`config.mk`:
```
export PLATFORM = sky130hd
export DESIGN_NAME = blob_bbox_tracker_flat
export DESIGN_NICKNAME = d
export VERILOG_FILES = /design/src/rtl/blob_bbox_tracker_if.sv /design/src/rtl/blob_bbox_tracker.sv /design/src/flat_wrapper.sv
export SDC_FILE = /design/constraint.sdc
export NUM_CORES = 1
export LEC_CHECK = 0
export ABC_AREA = 1
export BUFFER_PORTS_ARGS = -buffer_cell sky130_fd_sc_hd__buf_2
export CAP_MARGIN = 40
export CORE_MARGIN = 1
export CORE_UTILIZATION = 55
export DETAILED_ROUTE_END_ITERATION = 12
export PLACE_DENSITY = 0.82
export SLEW_MARGIN = 20
export SYNTH_ARGS = -nofsm -noshare
export SYNTH_HDL_FRONTEND = slang
export SYNTH_SLANG_ARGS = --single-unit
export TNS_END_PERCENT = 5
```
`constraint.sdc`:
```
create_clock -name iClk -period 3.25 [get_ports iClk]
set_input_delay 0.1625 -clock iClk [delete_from_list [all_inputs] [get_ports iClk]]
set_output_delay 0.1625 -clock iClk [all_outputs]
set_load 0.02 [all_outputs]
```
`src/rtl/blob_bbox_tracker_if.sv`:
```
// blob_bbox_tracker_if: video-in, forwarded video-out and per-frame result bundle for blob_bbox_tracker.
interface blob_bbox_tracker_if #(
  parameter int X_WIDTH   = 10,
  parameter int Y_WIDTH   = 10,
  parameter int CNT_WIDTH = 20
);
  logic [7:0]           iY;
  logic                 iHSync;
  logic                 iVSync;
  logic                 iLineValid;
  logic                 iFrameValid;
  logic [7:0]           oY;
  logic                 oHSync;
  logic                 oVSync;
  logic                 oLineValid;
  logic                 oFrameValid;
  logic [X_WIDTH-1:0]   oXMin;
  logic [X_WIDTH-1:0]   oXMax;
  logic [Y_WIDTH-1:0]   oYMin;
  logic [Y_WIDTH-1:0]   oYMax;
  logic [CNT_WIDTH-1:0] oCount;
  logic                 oEmpty;
  logic                 oValid;
  modport master (
    output iY, iHSync, iVSync, iLineValid, iFrameValid,
    input  oY, oHSync, oVSync, oLineValid, oFrameValid,
    input  oXMin, oXMax, oYMin, oYMax, oCount, oEmpty, oValid
  );
  modport slave (
    input  iY, iHSync, iVSync, iLineValid, iFrameValid,
    output oY, oHSync, oVSync, oLineValid, oFrameValid,
    output oXMin, oXMax, oYMin, oYMax, oCount, oEmpty, oValid
  );
endinterface

```
`src/rtl/blob_bbox_tracker.sv`:
```
// blob_bbox_tracker: per-frame foreground bounding box and pixel count, video forwarded one cycle late.
// Define BLOB_BBOX_OVERLAY_EN to draw the previous frame's box onto the forwarded luma.
module blob_bbox_tracker #(
  parameter int X_WIDTH       = 10,
  parameter int Y_WIDTH       = 10,
  parameter int CNT_WIDTH     = 20,
  parameter int THRESHOLD     = 255,
  parameter int OVERLAY_VALUE = 128
) (
  input logic                iClk,
  input logic                iRst,
  blob_bbox_tracker_if.slave bus
);
  typedef enum logic [1:0] {WAIT_FRAME, IN_FRAME, REPORT} state_t;
  state_t state_q;
  logic fv_q, lv_q, pix, fg, fv_rise, fv_fall, lv_fall, init, track, upd, report;
  logic [X_WIDTH-1:0] col_q, col_d, xmin_q, xmin_d, xmax_q, xmax_d, bxmin, bxmax, oxmin_q, oxmax_q;
  logic [Y_WIDTH-1:0] row_q, row_d, row_cur, ymin_q, ymin_d, ymax_q, ymax_d, bymin, bymax, oymin_q, oymax_q;
  logic [CNT_WIDTH-1:0] cnt_q, cnt_d, bcnt, ocnt_q;
  logic [7:0] luma_q, luma_d;
  logic hs_q, vs_q, lvo_q, fvo_q, empty_q, valid_q;
  always_comb begin
    pix     = bus.iLineValid && bus.iFrameValid;
    fg      = pix && bus.iY >= 8'(THRESHOLD);
    fv_rise = bus.iFrameValid && !fv_q;
    fv_fall = !bus.iFrameValid && fv_q;
    lv_fall = !bus.iLineValid && lv_q;
    row_cur = fv_rise ? '0 : row_q;
    init    = fv_rise && state_q != IN_FRAME;
    track   = init || state_q == IN_FRAME;
    report  = state_q == IN_FRAME && fv_fall;
    bxmin   = init ? '1 : xmin_q;
    bxmax   = init ? '0 : xmax_q;
    bymin   = init ? '1 : ymin_q;
    bymax   = init ? '0 : ymax_q;
    bcnt    = init ? '0 : cnt_q;
    upd     = track && fg;
    xmin_d  = upd && col_q < bxmin ? col_q : bxmin;
    xmax_d  = upd && col_q > bxmax ? col_q : bxmax;
    ymin_d  = upd && row_cur < bymin ? row_cur : bymin;
    ymax_d  = upd && row_cur > bymax ? row_cur : bymax;
    cnt_d   = upd && bcnt != '1 ? bcnt + 1'b1 : bcnt;
    col_d   = !bus.iLineValid ? '0 : pix && col_q != '1 ? col_q + 1'b1 : col_q;
    row_d   = fv_rise ? '0 : lv_fall && bus.iFrameValid && row_q != '1 ? row_q + 1'b1 : row_q;
  end
`ifdef BLOB_BBOX_OVERLAY_EN
  logic on_x, on_y, in_x, in_y;
  // compare against the published box, so the drawn rectangle lags one frame
  always_comb begin
    on_x   = col_q == oxmin_q || col_q == oxmax_q;
    on_y   = row_cur == oymin_q || row_cur == oymax_q;
    in_x   = col_q >= oxmin_q && col_q <= oxmax_q;
    in_y   = row_cur >= oymin_q && row_cur <= oymax_q;
    luma_d = pix && !empty_q && (on_x && in_y || on_y && in_x) ? 8'(OVERLAY_VALUE) : bus.iY;
  end
`else
  assign luma_d = bus.iY;
`endif
  always_ff @(posedge iClk) begin
    if (iRst) begin
      state_q <= WAIT_FRAME;
      fv_q    <= bus.iFrameValid;
      lv_q    <= bus.iLineValid;
      col_q   <= '0;
      row_q   <= '0;
      xmin_q  <= '0;
      xmax_q  <= '0;
      ymin_q  <= '0;
      ymax_q  <= '0;
      cnt_q   <= '0;
      oxmin_q <= '0;
      oxmax_q <= '0;
      oymin_q <= '0;
      oymax_q <= '0;
      ocnt_q  <= '0;
      empty_q <= 1'b1;
      valid_q <= 1'b0;
      luma_q  <= '0;
      hs_q    <= 1'b0;
      vs_q    <= 1'b0;
      lvo_q   <= 1'b0;
      fvo_q   <= 1'b0;
    end else begin
      fv_q    <= bus.iFrameValid;
      lv_q    <= bus.iLineValid;
      col_q   <= col_d;
      row_q   <= row_d;
      xmin_q  <= xmin_d;
      xmax_q  <= xmax_d;
      ymin_q  <= ymin_d;
      ymax_q  <= ymax_d;
      cnt_q   <= cnt_d;
      luma_q  <= luma_d;
      hs_q    <= bus.iHSync;
      vs_q    <= bus.iVSync;
      lvo_q   <= bus.iLineValid;
      fvo_q   <= bus.iFrameValid;
      valid_q <= report;
      if (report) begin
        empty_q <= cnt_q == '0;
        oxmin_q <= cnt_q == '0 ? '0 : xmin_q;
        oxmax_q <= cnt_q == '0 ? '0 : xmax_q;
        oymin_q <= cnt_q == '0 ? '0 : ymin_q;
        oymax_q <= cnt_q == '0 ? '0 : ymax_q;
        ocnt_q  <= cnt_q;
      end
      case (state_q)
        WAIT_FRAME: state_q <= fv_rise ? IN_FRAME : WAIT_FRAME;
        IN_FRAME:   state_q <= fv_fall ? REPORT : IN_FRAME;
        default:    state_q <= bus.iFrameValid ? IN_FRAME : WAIT_FRAME;
      endcase
    end
  end
  assign bus.oY          = luma_q;
  assign bus.oHSync      = hs_q;
  assign bus.oVSync      = vs_q;
  assign bus.oLineValid  = lvo_q;
  assign bus.oFrameValid = fvo_q;
  assign bus.oXMin       = oxmin_q;
  assign bus.oXMax       = oxmax_q;
  assign bus.oYMin       = oymin_q;
  assign bus.oYMax       = oymax_q;
  assign bus.oCount      = ocnt_q;
  assign bus.oEmpty      = empty_q;
  assign bus.oValid      = valid_q;
endmodule

```
`src/flat_wrapper.sv`:
```
// flat-port wrapper written by rule: the top's interface ports become plain ports
module blob_bbox_tracker_flat 
#(
  parameter int X_WIDTH       = 10,
  parameter int Y_WIDTH       = 10,
  parameter int CNT_WIDTH     = 20,
  parameter int THRESHOLD     = 255,
  parameter int OVERLAY_VALUE = 128
)
  (iClk, iRst, bus_iY, bus_iHSync, bus_iVSync, bus_iLineValid, bus_iFrameValid, bus_oY, bus_oHSync, bus_oVSync, bus_oLineValid, bus_oFrameValid, bus_oXMin, bus_oXMax, bus_oYMin, bus_oYMax, bus_oCount, bus_oEmpty, bus_oValid);
  blob_bbox_tracker_if #(.X_WIDTH(X_WIDTH), .Y_WIDTH(Y_WIDTH), .CNT_WIDTH(CNT_WIDTH)) bus_i ();
  input logic iClk;
  input logic iRst;
  input wire logic [$bits(bus_i.iY)-1:0] bus_iY;
  input wire logic [$bits(bus_i.iHSync)-1:0] bus_iHSync;
  input wire logic [$bits(bus_i.iVSync)-1:0] bus_iVSync;
  input wire logic [$bits(bus_i.iLineValid)-1:0] bus_iLineValid;
  input wire logic [$bits(bus_i.iFrameValid)-1:0] bus_iFrameValid;
  output wire logic [$bits(bus_i.oY)-1:0] bus_oY;
  output wire logic [$bits(bus_i.oHSync)-1:0] bus_oHSync;
  output wire logic [$bits(bus_i.oVSync)-1:0] bus_oVSync;
  output wire logic [$bits(bus_i.oLineValid)-1:0] bus_oLineValid;
  output wire logic [$bits(bus_i.oFrameValid)-1:0] bus_oFrameValid;
  output wire logic [$bits(bus_i.oXMin)-1:0] bus_oXMin;
  output wire logic [$bits(bus_i.oXMax)-1:0] bus_oXMax;
  output wire logic [$bits(bus_i.oYMin)-1:0] bus_oYMin;
  output wire logic [$bits(bus_i.oYMax)-1:0] bus_oYMax;
  output wire logic [$bits(bus_i.oCount)-1:0] bus_oCount;
  output wire logic [$bits(bus_i.oEmpty)-1:0] bus_oEmpty;
  output wire logic [$bits(bus_i.oValid)-1:0] bus_oValid;
  assign bus_i.iY = bus_iY;
  assign bus_i.iHSync = bus_iHSync;
  assign bus_i.iVSync = bus_iVSync;
  assign bus_i.iLineValid = bus_iLineValid;
  assign bus_i.iFrameValid = bus_iFrameValid;
  assign bus_oY = bus_i.oY;
  assign bus_oHSync = bus_i.oHSync;
  assign bus_oVSync = bus_i.oVSync;
  assign bus_oLineValid = bus_i.oLineValid;
  assign bus_oFrameValid = bus_i.oFrameValid;
  assign bus_oXMin = bus_i.oXMin;
  assign bus_oXMax = bus_i.oXMax;
  assign bus_oYMin = bus_i.oYMin;
  assign bus_oYMax = bus_i.oYMax;
  assign bus_oCount = bus_i.oCount;
  assign bus_oEmpty = bus_i.oEmpty;
  assign bus_oValid = bus_i.oValid;
  blob_bbox_tracker #(.X_WIDTH(X_WIDTH), .Y_WIDTH(Y_WIDTH), .CNT_WIDTH(CNT_WIDTH), .THRESHOLD(THRESHOLD), .OVERLAY_VALUE(OVERLAY_VALUE)) u_core (.iClk(iClk), .iRst(iRst), .bus(bus_i));
endmodule
```
## Word level (Yosys, flattened, before mapping)

Index checks and enable logic that the tools add are counted.

- Multiplexer cells: 19
- Add/subtract/negate cells: 3
- Reductions and logical operators: 24
- Bitwise operators: 1
- Equal/unequal tests: 5
- Magnitude comparators: 5

Operators with widths:

| operator | number |
|---|---|
| $mux W10 | 13 |
| $mux W20 | 2 |
| $add A10 B1 Y10 const B | 2 |
| $add A20 B1 Y20 const B | 1 |
| $gt A10 B10 Y1 | 2 |
| $logic_not A20 Y1 | 1 |
| $lt A10 B10 Y1 | 2 |
| $ne A10 B10 Y1 const B | 2 |
| $ne A20 B20 Y1 const B | 1 |
| $logic_and A1 B1 Y1 | 16 |
| $ge A8 B8 Y1 const B | 1 |
| $pmux W2 S2 | 1 |
| $reduce_or A2 Y1 | 2 |
| $logic_not A1 Y1 | 3 |
| $eq A2 B1 Y1 const B | 1 |
| $logic_not A2 Y1 | 1 |
| $mux W1 | 2 |
| $mux W2 | 1 |
| $ne A2 B1 Y1 const B | 1 |
| $logic_or A1 B1 Y1 | 1 |
| $not A1 Y1 | 1 |

- Flip-flop bits (word level): 158
- Logic and storage cells: 79

## Longest topological paths before layout

Gate-level depths: netlist of run 1.

- Depth after elaboration: 7
- Gate-level depth with buffers: 19
- Depth with buffers taken out: 15

## Worst setup path after synthesis of run 1

Ideal clock, no wire load.

- Kind: register -> register
- Start: register u_core.bus.oValid (netlist name)
- End: register u_core.ymax_q[1]
- Slack: 724 ps
- Cell stages (with the launch flop): 17
- Required time: 3137 ps
- Clock period less this slack: 2526 ps
- Buffers on the path: 4
- Arrival time: 2413 ps
- Cells stage by stage: dfxtp_1 clkinv_1 nand2_2 nand2_4 buf_8 buf_2 buf_2 nand2_1 ha_1 nand2_1 nor2_1 nand4_1 o211ai_1 nand2_2 buf_6 nor2_1 nor2_1

RTL lines:

| what | RTL line | source |
|---|---|---|
| end signal: assignment | blob_bbox_tracker.sv:91 | `ymax_q <= ymax_d;` |
| end: declaration | blob_bbox_tracker.sv:18 | `logic [Y_WIDTH-1:0] row_q, row_d, row_cur, ymin_q, ymin_d, ymax_q, ymax_d, bymin, bymax, oymin_q, oymax_q;` |

## Worst setup path in the final report of run 1

- Start: input port bus_iFrameValid
- End: register u_core.ymin_q[5]

- Cells in the longest elaborated chain, start to end: 6

RTL lines:

| what | RTL line | source |
|---|---|---|
| start: declaration | flat_wrapper.sv:18 | `input wire logic [$bits(bus_i.iFrameValid)-1:0] bus_iFrameValid;` |
| $logic_and A1 B1 Y1 | blob_bbox_tracker.sv:25 | `fv_rise = bus.iFrameValid && !fv_q;` |
| $logic_and A1 B1 Y1 | blob_bbox_tracker.sv:29 | `init = fv_rise && state_q != IN_FRAME;` |
| $mux W10 / $logic_or A1 B1 Y1 (equally long branches) | blob_bbox_tracker.sv:34, blob_bbox_tracker.sv:30 |  |
| $lt A10 B10 Y1 / $logic_and A1 B1 Y1 (equally long branches) | blob_bbox_tracker.sv:40, blob_bbox_tracker.sv:37 |  |
| $logic_and A1 B1 Y1 | blob_bbox_tracker.sv:40 | `ymin_d = upd && row_cur < bymin ? row_cur : bymin;` |
| $mux W10 * | blob_bbox_tracker.sv:40 |  |
| end signal: assignment | blob_bbox_tracker.sv:90 | `ymin_q <= ymin_d;` |
| end: declaration | blob_bbox_tracker.sv:18 |  |

Mark *: on every way between the ends. The rest lies on a longest branch, timed or not.
A chain may end at the register's enable or synchronous reset.

==> results of run 1 <==
worst max-delay path by stage:
stage | to | slack, ps | start
detailed placement | u_core.ymin_q[5] | 350 | u_core.fv_q
global placement | u_core.ymin_q[3] | 480 | u_core.fv_q
CTS | u_core.ymin_q[5] | 260 | u_core.fv_q
floorplan | u_core.ymax_q[1] | 720 | u_core.bus.oValid
finish | u_core.ymin_q[5] | 200 | bus_iFrameValid
global route | u_core.ymin_q[4] | 10 | u_core.fv_q
final cells by class:
class | instances | area, um2
Clock buffer | 20 | 466.7
Clock inverter | 12 | 162.7
Fill cell | 1188 | 4761
Inverter | 131 | 491.7
Multi-Input combinational cell | 782 | 4140
Sequential cell | 157 | 3143
Tap cell | 180 | 225.2
Timing Repair Buffer | 108 | 651.9
worst register-to-register path, cell delays in order, from the launching register on:
cell     delay, ps
dfxtp_1        330
inv_1          110
nand2_2        110
nor2_4         560
nor2_1         160
ha_1           330
a21oi_1        140
o21ai_0        190
nor3_2         610
nand3_1        200
nand2_1        110
nor2_1          60
Yosys cell counts, types with 4 or more instances:
cell and instances:
a21boi_0 26, a21oi_1 91, buf_2 13, clkbuf_1 24
clkinv_1 5, dfxtp_1 157, ha_1 41, inv_1 124
nand2_1 203, nand2_2 6, nand3_1 63, nand3_2 11
nand4_1 15, nor2_1 174, nor2_4 5, nor3_1 14
nor4_1 5, o211ai_1 23, o21a_1 26, o21ai_0 56
xor2_1 4
cells by family after synthesis:
family	synth area share, %
XOR/XNOR	0.5483
AO/OA/AOI/OAI	17.16
adder cells (fa/ha/maj)	6.423
flip-flops	39.35
AND/OR/NAND/NOR	27.71
buffers and inverters	8.805
flip-flops by register name, summed over array words and instances, names as in the netlist, 8 cells and up:
| register | cells |
|---|---|
| u_core.bus.oXMax | 10 |
| u_core.bus.oCount | 20 |
| u_core.bus.oY | 8 |
| u_core.bus.oYMin | 10 |
| u_core.col_q | 10 |
| u_core.ymin_q | 10 |
| u_core.xmin_q | 10 |
| u_core.bus.oYMax | 10 |
| u_core.ymax_q | 10 |
| u_core.bus.oXMin | 10 |
| u_core.row_q | 10 |
| u_core.cnt_q | 20 |
| u_core.xmax_q | 10 |
power by group through the flow:
| stage | combinational (mW) | sequential, mW | clock (mW) |
|---|---|---|---|
| final | 0.335 | 2.00 | 2.10 |
| after global routing | 0.373 | 2.01 | 2.20 |
| after CTS | 0.331 | 2.00 | 2.12 |
| after floorplan | 0.193 | 2.08 | 0 |
| after detailed placement | 0.316 | 2.05 | 0 |
| after global placement | 0.305 | 2.05 | 0 |
through the flow:
step,cell area (um2),cells,setup slack [ps]
final,9281,1390,200.5
after global routing,9281,1390,12.71
after CTS,9261,1389,256.2
after detailed placement,8512,1345,348.0
after global placement,8501,1344,480.3
after floorplan,7986,1113,724.0
repair_timing:
item,in CTS,in global routing
endpoints found under the hold margin,12,0
resized for setup,0,0
hold buffers,12,0
metal layers:
metal	vias up	GRT usage [%]	wire, um
met2	267	45.72	9500
met5	-	0	0
met4	0	11.89	398
met3	36	5.855	1212
met1	3579	36.31	9211
li1	3820	-	-
==> results.json, run 1 <==
{
  "slew_violations": 0,
  "initial_core_util_pct": 56.87,
  "start_kind": "input port",
  "die_y_um": 122.5,
  "tritoncts": "done",
  "clock_skew_ps": 9.874,
  "yosysWarnings": 0,
  "rows": 43,
  "nNetsFinal": 1252,
  "path_cells": "dlygate4sd3_1, buf_2, nand2_2, nor2_4, nor2_1, ha_1, a21oi_1, o21ai_0, nor3_2, nand3_1, nand2_1, nor2_1",
  "min_from": "iRst",
  "wire_per_inst_um": 14.62,
  "rr_worst_depth": 11,
  "r2r-start": "u_core.fv_q",
  "drive_gt1_share_pct": 13.47,
  "drt-pass1-iter-count": 5,
  "gp_congestion": 0.9328,
  "viasPerCell": 5.541,
  "finalSetupTns_ps": 0,
  "crit_type": "in2reg",
  "synth-edff-count": 0,
  "cpLargestDelayFamily": "simple AND/OR/NAND/NOR gates",
  "clock_latency_ps": 430,
  "maxSlewHeadroom_pct": 44.29,
  "setup_viol": 0,
  "cts_max_path_buffers": 2,
  "dieArea_um2": 15010,
  "placeableCoreArea_um2": 14040,
  "hold_end": "u_core.bus.oFrameValid",
  "drt_iter0_drc": 762,
  "route.detailed.drc": 0,
  "min_path_cells": 2,
  "postRouteAntennaNets": 0,
  "crit_path_max_fanout": 28,
  "avgSynthCellArea_um2": 7.176,
  "crit_top_cell": "nor2_1",
  "synth.top_cell.area_share_pct": 39.35,
  "status": "completed",
  "max_freq_ghz": 0.3279,
  "grt_pass1_vias": 7199,
  "path_buf_inv": 2,
  "die_w_um": 122.5,
  "synth_nets": 1168,
  "final_common_cell": "nand2_1",
  "p_leak_nw": 4.314,
  "ys_top_cells_by_area": "dfxtp_1, nand2_1, nor2_1",
  "swShare_pct": 24.10,
  "whs_ps": 164.1,
  "cts.htree.levels": 4,
  "wirelength_um": 20320,
  "postCtsSetupRepairBufs": 0,
  "grt_max_degree": 98,
  "overflow": 0,
  "p_int_mw": 3.367,
  "period_minus_slack_ps": 3050,
  "p_clk_share_pct": 47.3,
  "synth_top_area_cell": "dfxtp_1",
  "cp-end-kind": "register",
  "grt_pass1_wl_um": 33460,
  "syn_inst": 1113,
  "timing.rr.end": "u_core.ymin_q[5]",
  "io_buffer_count": 87,
  "dp_hpwl_um": 13760,
  "diodes": 0,
  "finalPower_mw": 4.437,
  "synth_area_um2": 7986,
  "ys_ff_latch": 157,
  "clock-sinks": 157,
  "pwr_density_cell_nw_per_um2": 478.0,
  "drv_cap": 0,
  "syn2layout_area_growth_pct": 16.21,
  "clk_pin_slew_ps": 60,
  "layout_common_cells": "nand2_1, nor2_1, dfxtp_1",
  "r2r_slack_ps": 210,
  "rsz0062_at_grt": "no",
  "hold_viol_final": 0,
  "worst_ep_required_time_ps": 3560,
  "cp_slowest_stage_delay_ps": 610,
  "power_switching_mw": 1.069,
  "ys.flop_type": "dfxtp_1",
  "cp.depth": 12,
  "root_buffer": "clkbuf_16",
  "post-route-util_pct": 66.10,
  "p_comb_share_pct": 7.5,
  "via_count": 7702,
  "track_usage_pct": 28.22,
  "boundaryPins": 88,
  "crit_slowest_cell": "nor3_2",
  "antenna_found_initial": 0,
  "peakVddDrop_mv": 0.4209,
  "p_seq_share_pct": 45.2,
  "worst_slew_pin_slew_ps": 835.7,
  "post-route-period-util_pct": 93.83,
  "async_flop_share_pct": 0,
  "cp.arrival_ps": 3360,
  "synth_cell_type_count": 36,
  "yosysSeqAreaShare_pct": 39.35,
  "numCtsBuffers": 17,
  "min_path_type": "in2reg"
}
Power figures use the tool's default switching activity.
==> inputs of run 2 (changes only) <==
--- a/config.mk
+++ b/config.mk
@@ -8,6 +8,7 @@
 export ABC_AREA = 1
 export BUFFER_PORTS_ARGS = -buffer_cell sky130_fd_sc_hd__buf_2
 export CAP_MARGIN = 40
+export CORE_ASPECT_RATIO = 1.25
 export CORE_MARGIN = 1
 export CORE_UTILIZATION = 55
 export DETAILED_ROUTE_END_ITERATION = 12
==> run 2 against run 1 <==
Fmax increased by 4.6%. Register-to-register slack improved by 150 ps. Utilization fell by 0.074 points. Clock skew down 3.1 ps. Largest cell class unchanged.
==> results.json, run 2 (synthesized netlist as in run 1, its figures left out) <==
{
  "via_count": 7646,
  "antenna_found_initial": 0,
  "nNetsFinal": 1252,
  "setup_viol": 0,
  "io_buffer_count": 87,
  "min_path_type": "in2reg",
  "pwr_density_cell_nw_per_um2": 474.1,
  "fin_cells": 1382,
  "rows": 48,
  "track_usage_pct": 28.47,
  "worst_slew_pin_slew_ps": 700.0,
  "status": "completed",
  "whs_ps": 167.1,
  "initial_core_util_pct": 57.07,
  "viasPerCell": 5.533,
  "slew_violations": 0,
  "crit_path_max_fanout": 20,
  "diodes": 0,
  "crit_slowest_cell": "dlygate4sd3_1",
  "clock_skew_ps": 6.793,
  "drt-pass1-iter-count": 5,
  "p_leak_nw": 4.303,
  "peakVddDrop_mv": 0.3485,
  "finalPower_mw": 4.380,
  "drive_gt1_share_pct": 13.17,
  "postRouteAntennaNets": 0,
  "grt_max_degree": 66,
  "root_buffer": "clkbuf_16",
  "overflow": 0,
  "cts.htree.levels": 4,
  "numCtsBuffers": 17,
  "post-route-util_pct": 66.02,
  "syn2layout_area_growth_pct": 15.68,
  "start_kind": "input port",
  "crit_top_cell": "nor2_1",
  "grt_pass1_wl_um": 33010,
  "clk_pin_slew_ps": 60,
  "wirelength_um": 20490,
  "layout_common_cells": "nand2_1, nor2_1, dfxtp_1",
  "boundaryPins": 88,
  "period_minus_slack_ps": 2916,
  "fill_cells": 1160,
  "gp_congestion": 0.9238,
  "cp-end-kind": "register",
  "route.detailed.drc": 0,
  "drt_iter0_drc": 585,
  "finalSetupTns_ps": 0,
  "grt_pass1_vias": 7175,
  "worst_ep_required_time_ps": 3620,
  "drv_cap": 0,
  "cp_slowest_stage_delay_ps": 530,
  "dp_hpwl_um": 13840,
  "rsz0062_at_grt": "no",
  "placeableCoreArea_um2": 13990,
  "die_y_um": 136.7,
  "dieArea_um2": 15010,
  "crit_type": "in2reg",
  "final_common_cell": "nand2_1",
  "post-route-period-util_pct": 89.73,
  "tritoncts": "done",
  "die_w_um": 109.8,
  "path_cells": "dlygate4sd3_1, buf_2, nand2_2, nor2_4, buf_4, nor2_1, ha_1, a21oi_1, o21a_1, nand2_1, nor2_1, a21boi_0, nor2_1",
  "wire_per_inst_um": 14.82,
  "clock-sinks": 157,
  "max_freq_ghz": 0.3429,
  "hold_viol_final": 0,
  "cts_max_path_buffers": 2,
  "maxSlewHeadroom_pct": 53.29,
  "clock_latency_ps": 430,
  "cp.arrival_ps": 3280,
  "dp.cells": 1341
}
run 2: cell types whose count changed in the layout (fill, tap and decap cells not counted), sizes merged:
cell      previous run  this run
clkbuf              20        22
clkinv              10         6
clkinvlp             2         1
run 2: final cells by class:
| cell class | count | area, um2 | area share, % |
|---|---|---|---|
| inverter | 131 | 491.7 | 5.322 |
| tap | 175 | 219.0 | 2.370 |
| clock buffer | 22 | 484.2 | 5.241 |
| multi-input combinational | 782 | 4140 | 44.81 |
| clock inverter | 7 | 112.6 | 1.219 |
| timing repair buffer | 108 | 648.1 | 7.015 |
| sequential | 157 | 3143 | 34.02 |
run 2: path summary, 6_finish.rpt:
| kind | from | endpoint | slack, ps | depth (start not counted) |
|---|---|---|---|---|
| min | iRst | u_core.bus.oY[2] | 170 | 2 |
| max reg2reg | u_core.fv_q | u_core.xmin_q[7] | 360 | 12 |
| min reg2reg | u_core.ymax_q[2] | u_core.bus.oYMax[2] | 460 | 2 |
| max | bus_iFrameValid | u_core.xmin_q[7] | 330 | 13 |
run 2: per-layer routing:
metal | global-route usage [%] | vias to the layer above | part of all wire [%] | routed length, um
li1 | - | 3823 | - | -
met1 | 31.45 | 3463 | 41 | 8339
met2 | 49.62 | 279 | 49 | 10110
met3 | 5.333 | 81 | 5.1 | 1052
met4 | 17.85 | 0 | 4.8 | 982
met5 | 0 | - | 0 | 0
run 2: power by group:
group	internal (mW)	switching (mW)	total, mW	leakage, nW
sequential	1.98	0.0277	2.00	1.28
combinational	0.118	0.220	0.338	2.73
clock	1.27	0.767	2.04	0.294
run 2: through the flow:
stage          instance area (um2)  setup WS, ps
4_1_cts                       9239         369.8
3_5_place_dp                  8522         447.6
2_1_floorplan                 7986         724.0
6_report                      9239         333.8
3_3_place_gp                  8522         537.2
5_1_grt                       9239         16.06
run 2: what timing repair did:
| action | CTS | global route |
|---|---|---|
| endpoints found under the setup margin | 0 | 0 |
| hold buffers | 12 | 0 |
| endpoints found under the hold margin | 12 | 0 |
| gates resized for setup | 0 | 0 |
| setup buffers | 0 | 0 |
run 2: critical path: cells and delay by family:
kind	cells	cell delay, ps
AND/OR/NAND/NOR	6	1310
AO/OA/AOI/OAI	3	500
buffers and inverters	3	980
adder cells (fa/ha/maj)	1	320
==> inputs of run 3 (changes only) <==
==> constraint.sdc (replaced) <==
create_clock -name iClk -period 3.25 [get_ports iClk]
set_input_delay 0.4875 -clock iClk [delete_from_list [all_inputs] [get_ports iClk]]
set_output_delay 0.4875 -clock iClk [all_outputs]
set_load 0.02 [all_outputs]
==> run 3 against run 2 <==
First-iteration DRC count shrank 2.9%. Critical endpoint is now u_core.ymin_q[7]. Via count down 1.6%. Clock skew is essentially flat. Fmax increased by 5.9%. Register-to-register slack improved by 140 ps. Final area shrank 1.0%. Non-clock buffer count is 9 lower. Sequential share of layout area is 0.34 points higher. Cell count is 0.43% lower.
==> results.json, run 3 (synthesized netlist as in run 1, its figures left out) <==
{
  "status": "completed",
  "ctsResizeCount": 0,
  "cp.arrival_ps": 3060,
  "drt_iter0_drc": 568,
  "numCtsBuffers": 17,
  "cts.htree.levels": 4,
  "postRouteAntennaNets": 0,
  "track_usage_pct": 27.86,
  "worst_slew_pin_slew_ps": 764.4,
  "cts_max_path_buffers": 2,
  "nNetsFinal": 1243,
  "cp-end-kind": "register",
  "rsz0062_at_grt": "no",
  "wirelength_um": 19810,
  "io_buffer_count": 87,
  "drive_gt1_share_pct": 13.66,
  "p_leak_nw": 4.264,
  "crit_type": "reg2reg",
  "max_freq_ghz": 0.3632,
  "layout_common_cells": "nand2_1, nor2_1, dfxtp_1",
  "maxSlewHeadroom_pct": 48.92,
  "multiInputGateArea_um2": 4140,
  "grt_pass1_wl_um": 32570,
  "worst_ep_required_time_ps": 3560,
  "initial_core_util_pct": 57.07,
  "clock_latency_ps": 430,
  "crit_path_max_fanout": 11,
  "slew_violations": 0,
  "die_y_um": 136.7,
  "clk_pin_slew_ps": 60,
  "postCtsSetupRepairBufs": 0,
  "dp_hpwl_um": 13990,
  "pwr_density_cell_nw_per_um2": 475.3,
  "min_path_type": "in2reg",
  "placeableCoreArea_um2": 13990,
  "via_count": 7525,
  "start_kind": "register",
  "wire_per_inst_um": 14.39,
  "hold_viol_final": 0,
  "period_minus_slack_ps": 2754,
  "finalSetupTns_ps": 0,
  "grt_max_degree": 59,
  "whs_ps": 188.6,
  "antenna_found_initial": 0,
  "tritoncts": "done",
  "post-route-period-util_pct": 84.73,
  "clock-sinks": 157,
  "boundaryPins": 88,
  "overflow": 0,
  "drv_cap": 0,
  "grt_pass1_vias": 6990,
  "clock_skew_ps": 7.060,
  "root_buffer": "clkbuf_16",
  "ctsHoldBuffers": 0,
  "fill_cells": 1187,
  "die_w_um": 109.8,
  "gp_congestion": 0.8967,
  "setup_viol": 0,
  "syn2layout_area_growth_pct": 14.52,
  "route.detailed.drc": 0,
  "final-seq-area_um2": 3143,
  "diodes": 0,
  "dieArea_um2": 15010,
  "final_common_cell": "nand2_1",
  "drt-pass1-iter-count": 5,
  "rows": 48,
  "peakVddDrop_mv": 0.4827,
  "viasPerCell": 5.469
}
run 3: cell count changes in the layout (fill, tap and decap cells not counted), sizes merged:
cell	previous run	this run
dlygate4sd3	12	0
buf	96	99
clkinv	6	8
clkinvlp	1	3
clkbuf	22	21
run 3: final timing paths:
check | from | endpoint | slack, ps | cells past startpoint
worst max-delay path | u_core.fv_q | u_core.ymin_q[7] | 500 | 12
worst min-delay path | bus_iLineValid | u_core.lv_q | 190 | 1
worst max register to register | u_core.fv_q | u_core.ymin_q[7] | 500 | 12
worst min register to register | u_core.ymin_q[5] | u_core.bus.oYMin[5] | 470 | 2
run 3: worst max-delay path, stage by stage (launching register included):
cell and delay [ps]:
dfxtp_1 340, inv_1 120, nand2_2 110, nor2_4 300
buf_4 220, nor2_1 60, ha_1 280, a21oi_1 120
o21ai_0 180, nor3_2 610, nand3_1 140, nand2_1 90
nor2_1 50
run 3: per-stage QoR:
stage	util, %	power, mW	cell area [um2]	cells	worst slack, ps
2_1_floorplan	-	2.269	7986	1113	704.1
3_3_place_gp	61.01	2.355	8537	1343	402.9
3_5_place_dp	61.06	2.365	8544	1344	290.2
4_1_cts	65.36	4.366	9146	1376	493.1
5_1_grt	65.36	4.496	9146	1376	312.1
6_report	65.36	4.347	9146	1376	496.3
run 3: power breakdown:
group	internal, mW	switching [mW]
Clock	1.24	0.778
Sequential	1.98	0.0278
Combinational	0.109	0.213
Total	3.33	1.02
run 3: layout make-up:
| class | count | area share [%] |
|---|---|---|
| clock buffers | 21 | 5.034 |
| repair buffers | 99 | 6.019 |
| flip-flops and latches | 157 | 34.36 |
| multi-input cells | 782 | 45.27 |
| well taps | 175 | 2.394 |
| clock inverters | 11 | 1.546 |
| inverters | 131 | 5.376 |
run 3: layer usage:
metal / part of all wire [%] / global-route usage (%) / vias up
li1: - / - / 3798
met1: 41 / 31.41 / 3424
met4: 3.9 / 14.07 / 0
met2: 51 / 48.26 / 236
met3: 4.9 / 6.762 / 67
met5: 0 / 0 / -
